--- src/rtl/float_add_seq.sv ---
// Multi-cycle half-precision adder: one-bit-per-cycle alignment and normalization.
// Define FLOAT_ADD_SAT_EN to saturate overflow to max finite instead of the 0x7C00 pattern.
module float_add_seq (
    input  logic        clk,
    input  logic        rst,
    input  logic        in_valid,
    output logic        in_ready,
    input  logic [15:0] float_a,
    input  logic [15:0] float_b,
    output logic        out_valid,
    input  logic        out_ready,
    output logic [15:0] sum,
    output logic        ovf,
    output logic        unf
);

    typedef enum logic [2:0] {IDLE, ALIGN, ADD, NORM, DONE} state_t;

    state_t             state_reg;
    logic               sign_reg;
    logic signed [6:0]  exp_reg;
    logic [10:0]        large_reg;
    logic [10:0]        small_reg;
    logic               op_sub_reg;
    logic [3:0]         cnt_reg;
    logic [11:0]        frac_reg;
    logic               special_reg;
    logic [15:0]        sum_reg;
    logic               ovf_reg;
    logic               unf_reg;
    logic               out_valid_reg;

    logic               a_zero, b_zero, cancel, a_larger, special;
    logic [15:0]        special_sum;
    logic [4:0]         exp_diff;
    logic [3:0]         cnt_init;
    logic [17:0]        pack_carry, pack_plain;

    // Packs {ovf, unf, sum} from a signed working exponent and an 11-bit fraction.
    function automatic logic [17:0] pack(input logic s, input logic signed [6:0] e,
                                         input logic [10:0] f);
        logic [17:0] r;
        r = 18'd0;
        if (e >= 7'sd31) begin
`ifdef FLOAT_ADD_SAT_EN
            r = {1'b1, 1'b0, s, 15'h7BFF};
`else
            r = {1'b1, 1'b0, s, 15'h7C00};
`endif
        end else if (e <= 7'sd0) begin
            r = {1'b0, 1'b1, 16'h0000};
        end else begin
            r = {1'b0, 1'b0, s, e[4:0], f[9:0]};
        end
        return r;
    endfunction

    always_comb begin
        a_zero      = (float_a[14:10] == 5'd0);
        b_zero      = (float_b[14:10] == 5'd0);
        cancel      = (float_a[14:0] == float_b[14:0]) && (float_a[15] != float_b[15]);
        a_larger    = (float_a[14:0] >= float_b[14:0]);
        special     = a_zero || b_zero || cancel;
        special_sum = 16'h0000;
        if (a_zero)
            special_sum = float_b;
        else if (b_zero)
            special_sum = float_a;
        exp_diff    = a_larger ? (float_a[14:10] - float_b[14:10])
                               : (float_b[14:10] - float_a[14:10]);
        cnt_init    = (exp_diff > 5'd12) ? 4'd12 : exp_diff[3:0];
        pack_carry  = pack(sign_reg, exp_reg + 7'sd1, frac_reg[11:1]);
        pack_plain  = pack(sign_reg, exp_reg, frac_reg[10:0]);
    end

    always_ff @(posedge clk or posedge rst) begin
        if (rst) begin
            state_reg     <= IDLE;
            sign_reg      <= 1'b0;
            exp_reg       <= 7'sd0;
            large_reg     <= 11'd0;
            small_reg     <= 11'd0;
            op_sub_reg    <= 1'b0;
            cnt_reg       <= 4'd0;
            frac_reg      <= 12'd0;
            special_reg   <= 1'b0;
            sum_reg       <= 16'h0000;
            ovf_reg       <= 1'b0;
            unf_reg       <= 1'b0;
            out_valid_reg <= 1'b0;
        end else begin
            case (state_reg)
                IDLE: begin
                    if (in_valid) begin
                        special_reg <= special;
                        op_sub_reg  <= float_a[15] ^ float_b[15];
                        cnt_reg     <= cnt_init;
                        if (special) begin
                            sum_reg <= special_sum;
                            ovf_reg <= 1'b0;
                            unf_reg <= 1'b0;
                        end
                        if (a_larger) begin
                            sign_reg  <= float_a[15];
                            exp_reg   <= $signed({2'b00, float_a[14:10]});
                            large_reg <= {1'b1, float_a[9:0]};
                            small_reg <= {1'b1, float_b[9:0]};
                        end else begin
                            sign_reg  <= float_b[15];
                            exp_reg   <= $signed({2'b00, float_b[14:10]});
                            large_reg <= {1'b1, float_b[9:0]};
                            small_reg <= {1'b1, float_a[9:0]};
                        end
                        state_reg <= ALIGN;
                    end
                end
                ALIGN: begin
                    // Special cases park here for one cycle so their latency is fixed at one edge.
                    if (special_reg) begin
                        out_valid_reg <= 1'b1;
                        state_reg     <= DONE;
                    end else if (cnt_reg == 4'd0) begin
                        state_reg <= ADD;
                    end else begin
                        small_reg <= small_reg >> 1;
                        cnt_reg   <= cnt_reg - 4'd1;
                    end
                end
                ADD: begin
                    if (op_sub_reg)
                        frac_reg <= {1'b0, large_reg} - {1'b0, small_reg};
                    else
                        frac_reg <= {1'b0, large_reg} + {1'b0, small_reg};
                    state_reg <= NORM;
                end
                NORM: begin
                    if (frac_reg[11]) begin
                        {ovf_reg, unf_reg, sum_reg} <= pack_carry;
                        out_valid_reg <= 1'b1;
                        state_reg     <= DONE;
                    end else if (frac_reg == 12'd0) begin
                        {ovf_reg, unf_reg, sum_reg} <= 18'd0;
                        out_valid_reg <= 1'b1;
                        state_reg     <= DONE;
                    end else if (!frac_reg[10]) begin
                        frac_reg <= {frac_reg[10:0], 1'b0};
                        exp_reg  <= exp_reg - 7'sd1;
                    end else begin
                        {ovf_reg, unf_reg, sum_reg} <= pack_plain;
                        out_valid_reg <= 1'b1;
                        state_reg     <= DONE;
                    end
                end
                DONE: begin
                    if (out_ready) begin
                        out_valid_reg <= 1'b0;
                        state_reg     <= IDLE;
                    end
                end
                default: state_reg <= IDLE;
            endcase
        end
    end

    assign in_ready  = (state_reg == IDLE);
    assign out_valid = out_valid_reg;
    assign sum       = sum_reg;
    assign ovf       = ovf_reg;
    assign unf       = unf_reg;

endmodule

--- config.mk ---
export PLATFORM = sky130hd
export DESIGN_NAME = float_add_seq
export DESIGN_NICKNAME = d
export VERILOG_FILES = /design/src/rtl/float_add_seq.sv
export SDC_FILE = /design/constraint.sdc
export NUM_CORES = 1
export LEC_CHECK = 0
export CAP_MARGIN = 20
export CORE_AREA = 2 2 105 107
export CTS_CLUSTER_DIAMETER = 30
export DETAILED_ROUTE_END_ITERATION = 8
export DIE_AREA = 0 0 107 109
export PLACE_DENSITY = 0.76
export SYNTH_ARGS = -nofsm -noshare
export SYNTH_HDL_FRONTEND = slang
export SYNTH_SLANG_ARGS = --single-unit
--- constraint.sdc ---
create_clock -name clk -period 2.6 [get_ports clk]
set_clock_uncertainty 0.15 [all_clocks]
set_input_delay 0.78 -clock clk [delete_from_list [all_inputs] [get_ports clk]]
set_output_delay 0.78 -clock clk [all_outputs]
set_load 0.02 [all_outputs]
==> results_tabular.tex <==
\begin{tabular}{lr}
\hline
Metric & Value \\
\hline
\multicolumn{2}{l}{\textbf{Status}} \\
Outcome & complete, but fails checks \\
Failing checks & DRC, setup timing \\
\multicolumn{2}{l}{\textbf{Floorplanning}} \\
Width of the chip & $\sim$110 um \\
Vertical die dimension & about 110 um \\
Die outline area & $\sim$0.012 sq mm \\
Area of the placeable core & between 0.01 and 0.015 sq mm \\
Number of core rows & 38 \\
I/O pin cnt & 56 \\
Starting density of the core & 51.0\% \\
\multicolumn{2}{l}{\textbf{Cells and area}} \\
Number of antenna diodes & 0 \\
Fill count & 570 \\
Max FFs per register & 16 \\
Share of post-route cells with drive strength above 1 & between 40\% and 50\% \\
Design Area, Final & approximately 0.0085 sq mm \\
Area of the multi-input gates & 0.00412 sq mm \\
Utilization of the core after routing & between 80\% and 90\% \\
Area delta synth->final & 57.1\% \\
Sequential cell area & 0.00175 sq mm \\
Layout net count & 913 \\
\multicolumn{2}{l}{\textbf{Critical path}} \\
R2R Path Start & small\_reg[7] \\
End of the worst register-to-register path & frac\_reg[11] \\
Kind of start point of the critical path & register \\
CP Capture Type & register \\
Flop-to-flop setup slack & -0.44 ns \\
Worst endpoint required time & between 2 and 3 ns \\
Arr. time, crit path & $\sim$3.1 ns \\
Worst setup path category & register to register \\
Worst Path Max Fanout & 5 \\
Worst R2R Path Depth & 9 \\
\multicolumn{2}{l}{\textbf{Timing}} \\
Maximum operating frequency & 0.329 GHz \\
Max\_slew headroom & roughly two fifths \\
Measured slew at the worst slew-check pin & 0.878 ns \\
RSZ-0062 raised after global routing & yes \\
Count of endpoints failing hold in the final timing report & 0 \\
Worst hold slack & 0.343 ns \\
Min Clock Period, post-route & roughly 3 ns \\
Final setup slack of the worst path & -0.441 ns \\
Number of setup violations in the final report & 47 \\
Ratio of final minimum period to clock period & 117\% \\
Fin. max-slew vios & 0 \\
\multicolumn{2}{l}{\textbf{GRT}} \\
Number of antenna violations at the first check in global routing & 0 \\
Most Used Layer, Global Route & met2 \\
Global-route wire length before repair & slightly below 30 mm \\
Met1 Use GR & $\sim$40\% \\
Met2 Use GR & between 50 and 60\% \\
Met3 routing resource usage after global routing & about 4.4\% \\
GRT Total Usage & roughly a third \\
Largest net degree at the start of global routing & 43 \\
Via count of the first global-routing pass & 5786 \\
Total global routing overflow & 0 \\
\multicolumn{2}{l}{\textbf{Synth}} \\
Share of Yosys cell area claimed by the top area cell type & roughly 32\% \\
Post-synthesis sequential area ratio & 32.4\% \\
Register bit count reported by yosys & 70 \\
Synth cell count leaders & 70 x dfrtp\_1, 61 x nand2\_1, 58 x a21oi\_1, 57 x nor2\_1, 46 x o21ai\_0 \\
Prevailing post-synth register cell & dfrtp\_1 \\
Number of different library cells in the post-synthesis netlist & between 60 and 70 \\
Post-synthesis cell type with the largest combined area & dfrtp\_1 \\
EDFF count, synth & 0 \\
Synthesized netlist cell count & 640 \\
Mean instance size in the synthesized netlist & around 8.5 sq um \\
Top cells by area in the synthesized netlist & dfrtp\_1 32\%, ha\_1 8.6\%, a21oi\_1 5.4\% \\
Fraction of synthesis flops using an asynchronous set or reset pin & between 90\% and 100\% \\
Library cell with the highest instance count after synthesis & dfrtp\_1 \\
Netlist area before placement & roughly 0.0054 sq mm \\
Syn\_nets & 716 \\
Synthesis Warnings & 0 \\
\multicolumn{2}{l}{\textbf{Clocking}} \\
Buffer type at the clock tree root & clkbuf\_8 \\
CTS clock-pin slew for the worst setup and hold paths & 0.10 ns \\
Maximum clock path buffer count & 2 \\
Post-CTS Hold Fix Bufs & 0 \\
TritonCTS Sinks & 70 \\
TritonCTS Buffers & 9 \\
Clock tree from TritonCTS & built \\
Latest clock arrival within the worst-skew pair & roughly 0.38 ns \\
Max H-tree Level & 3 \\
\multicolumn{2}{l}{\textbf{Detailed routing}} \\
Wire length reported by the detailed router & roughly 23 mm \\
Detailed-router iteration count before antenna repair & 9 \\
Count of nets left with antenna violations after detail routing & 0 \\
Via Count & $\sim$6600 \\
Vias/cell & approximately 6.7 \\
Initial DRC count & approximately 1000 \\
Remaining DRCs & 2 \\
DR WL/cell & 23.3 um \\
\multicolumn{2}{l}{\textbf{Place}} \\
Half-perimeter wire length of the detailed placement result & $\sim$13 mm \\
Last weighted congestion value of the routability-driven placer & $\sim$0.93 \\
Post-place instance area & between 0.007 and 0.008 sq mm \\
Port Buffer Count & 55 \\
\multicolumn{2}{l}{\textbf{Power and ir drop}} \\
Power per cell area & about 1200 mW/mm\^{}2 \\
Peak ir drop on the vdd network & roughly 0.64 mV \\
Leakage & $\sim$3.7 nW \\
\multicolumn{2}{l}{\textbf{Min path}} \\
Path type of the worst min-delay path & register to register \\
Number of instances on the worst hold path & 1 \\
Hold endpoint & large\_reg[10] \\
Hold Startpoint & large\_reg[10] \\
\multicolumn{2}{l}{\textbf{Run}} \\
Max Cap Violations & 0 \\
\hline
\end{tabular}
worst max-delay path, stage by stage (launching register included):
cell and delay [ns]:
dfrtp_1 0.46, nor3_1 0.44, nor3b_1 0.41, a21oi_1 0.17, xnor2_1 0.16, ha_1 0.38
nor2_1 0.09, a211o_1 0.29, xnor2_1 0.22, o21ai_1 0.12
logic make-up (layout without fill, tap and decap cells):
group	count (synthesis)	in the layout	synth area share, %
compound gates	210	210	26.8
xor+xnor	26	26	4.21
fa+ha+maj	41	41	9.85
buf+inv	79	281	5.83
flops	70	70	32.4
mux	18	18	3.38
simple gates	196	196	17.6
routing by layer:
layer | up-vias | part of all wire [%] | routed length, um
li1 | 2731 | - | -
met1 | 3105 | 35 | 8020
met2 | 559 | 47 | 10800
met3 | 179 | 11 | 2430
met4 | 0 | 6.9 | 1570
met5 | - | 0 | 0
report_power, final:
group	switching [mW]	total (mW)	internal, mW	leakage (nW)
clock network	0.486	0.933	0.446	0.0996
registers	0.581	2.18	1.60	0.871
logic	3.96	7.31	3.35	2.71
total	5.03	10.4	5.39	3.68
layout make-up:
cell class | instances | share of cell area [%]
Sequential cell | 70 | 20.6
Clock buffer | 9 | 1.46
Timing Repair Buffer | 220 | 23.9
Clock inverter | 7 | 0.869
Inverter | 45 | 2.59
Multi-Input combinational cell | 491 | 48.5
Tap cell | 140 | 2.06
placed cells by master (no fill, tap or decap), drive strengths merged, types with 13 or more instances in the layout:
master	n
clkbuf	16
dfrtp	70
nand3	13
buf	187
inv	45
ha	37
xnor2	19
nor2	59
nand2	61
nor3	23
o21ai	49
clkdlybuf4s50	24
mux2i	16
a21oi	58
how the worst max path moves through the flow:
stage                      start      endpoint  depth (start not counted)
CTS                 small_reg[0]   frac_reg[9]                         12
finish              small_reg[7]  frac_reg[11]                          9
detailed placement    float_b[9]    cnt_reg[3]                         11
global route        small_reg[2]  frac_reg[11]                         14
floorplan            float_a[10]    cnt_reg[0]                         10
global placement      float_b[9]        sum[0]                         11
through the flow:
stage,power (mW),instances,setup TNS [ns],worst slack (ns)
after floorplan,5.67,640,-4.38,-0.171
after global placement,7.47,928,-38.15,-0.854
after detailed placement,7.73,928,-43.01,-1.01
after CTS,9.09,967,-0.990,-0.189
after global routing,10.9,982,-9.00,-0.470
final,10.4,982,-4.96,-0.441
timing repair:
item                                    in CTS  in global routing
gates cloned                                 2                  5
endpoints found under the setup margin      57                 55
pin swaps                                   45                 53
gates resized for setup                    222                120
buffers inserted                            22                 15
(Power assumes the default switching activity.)
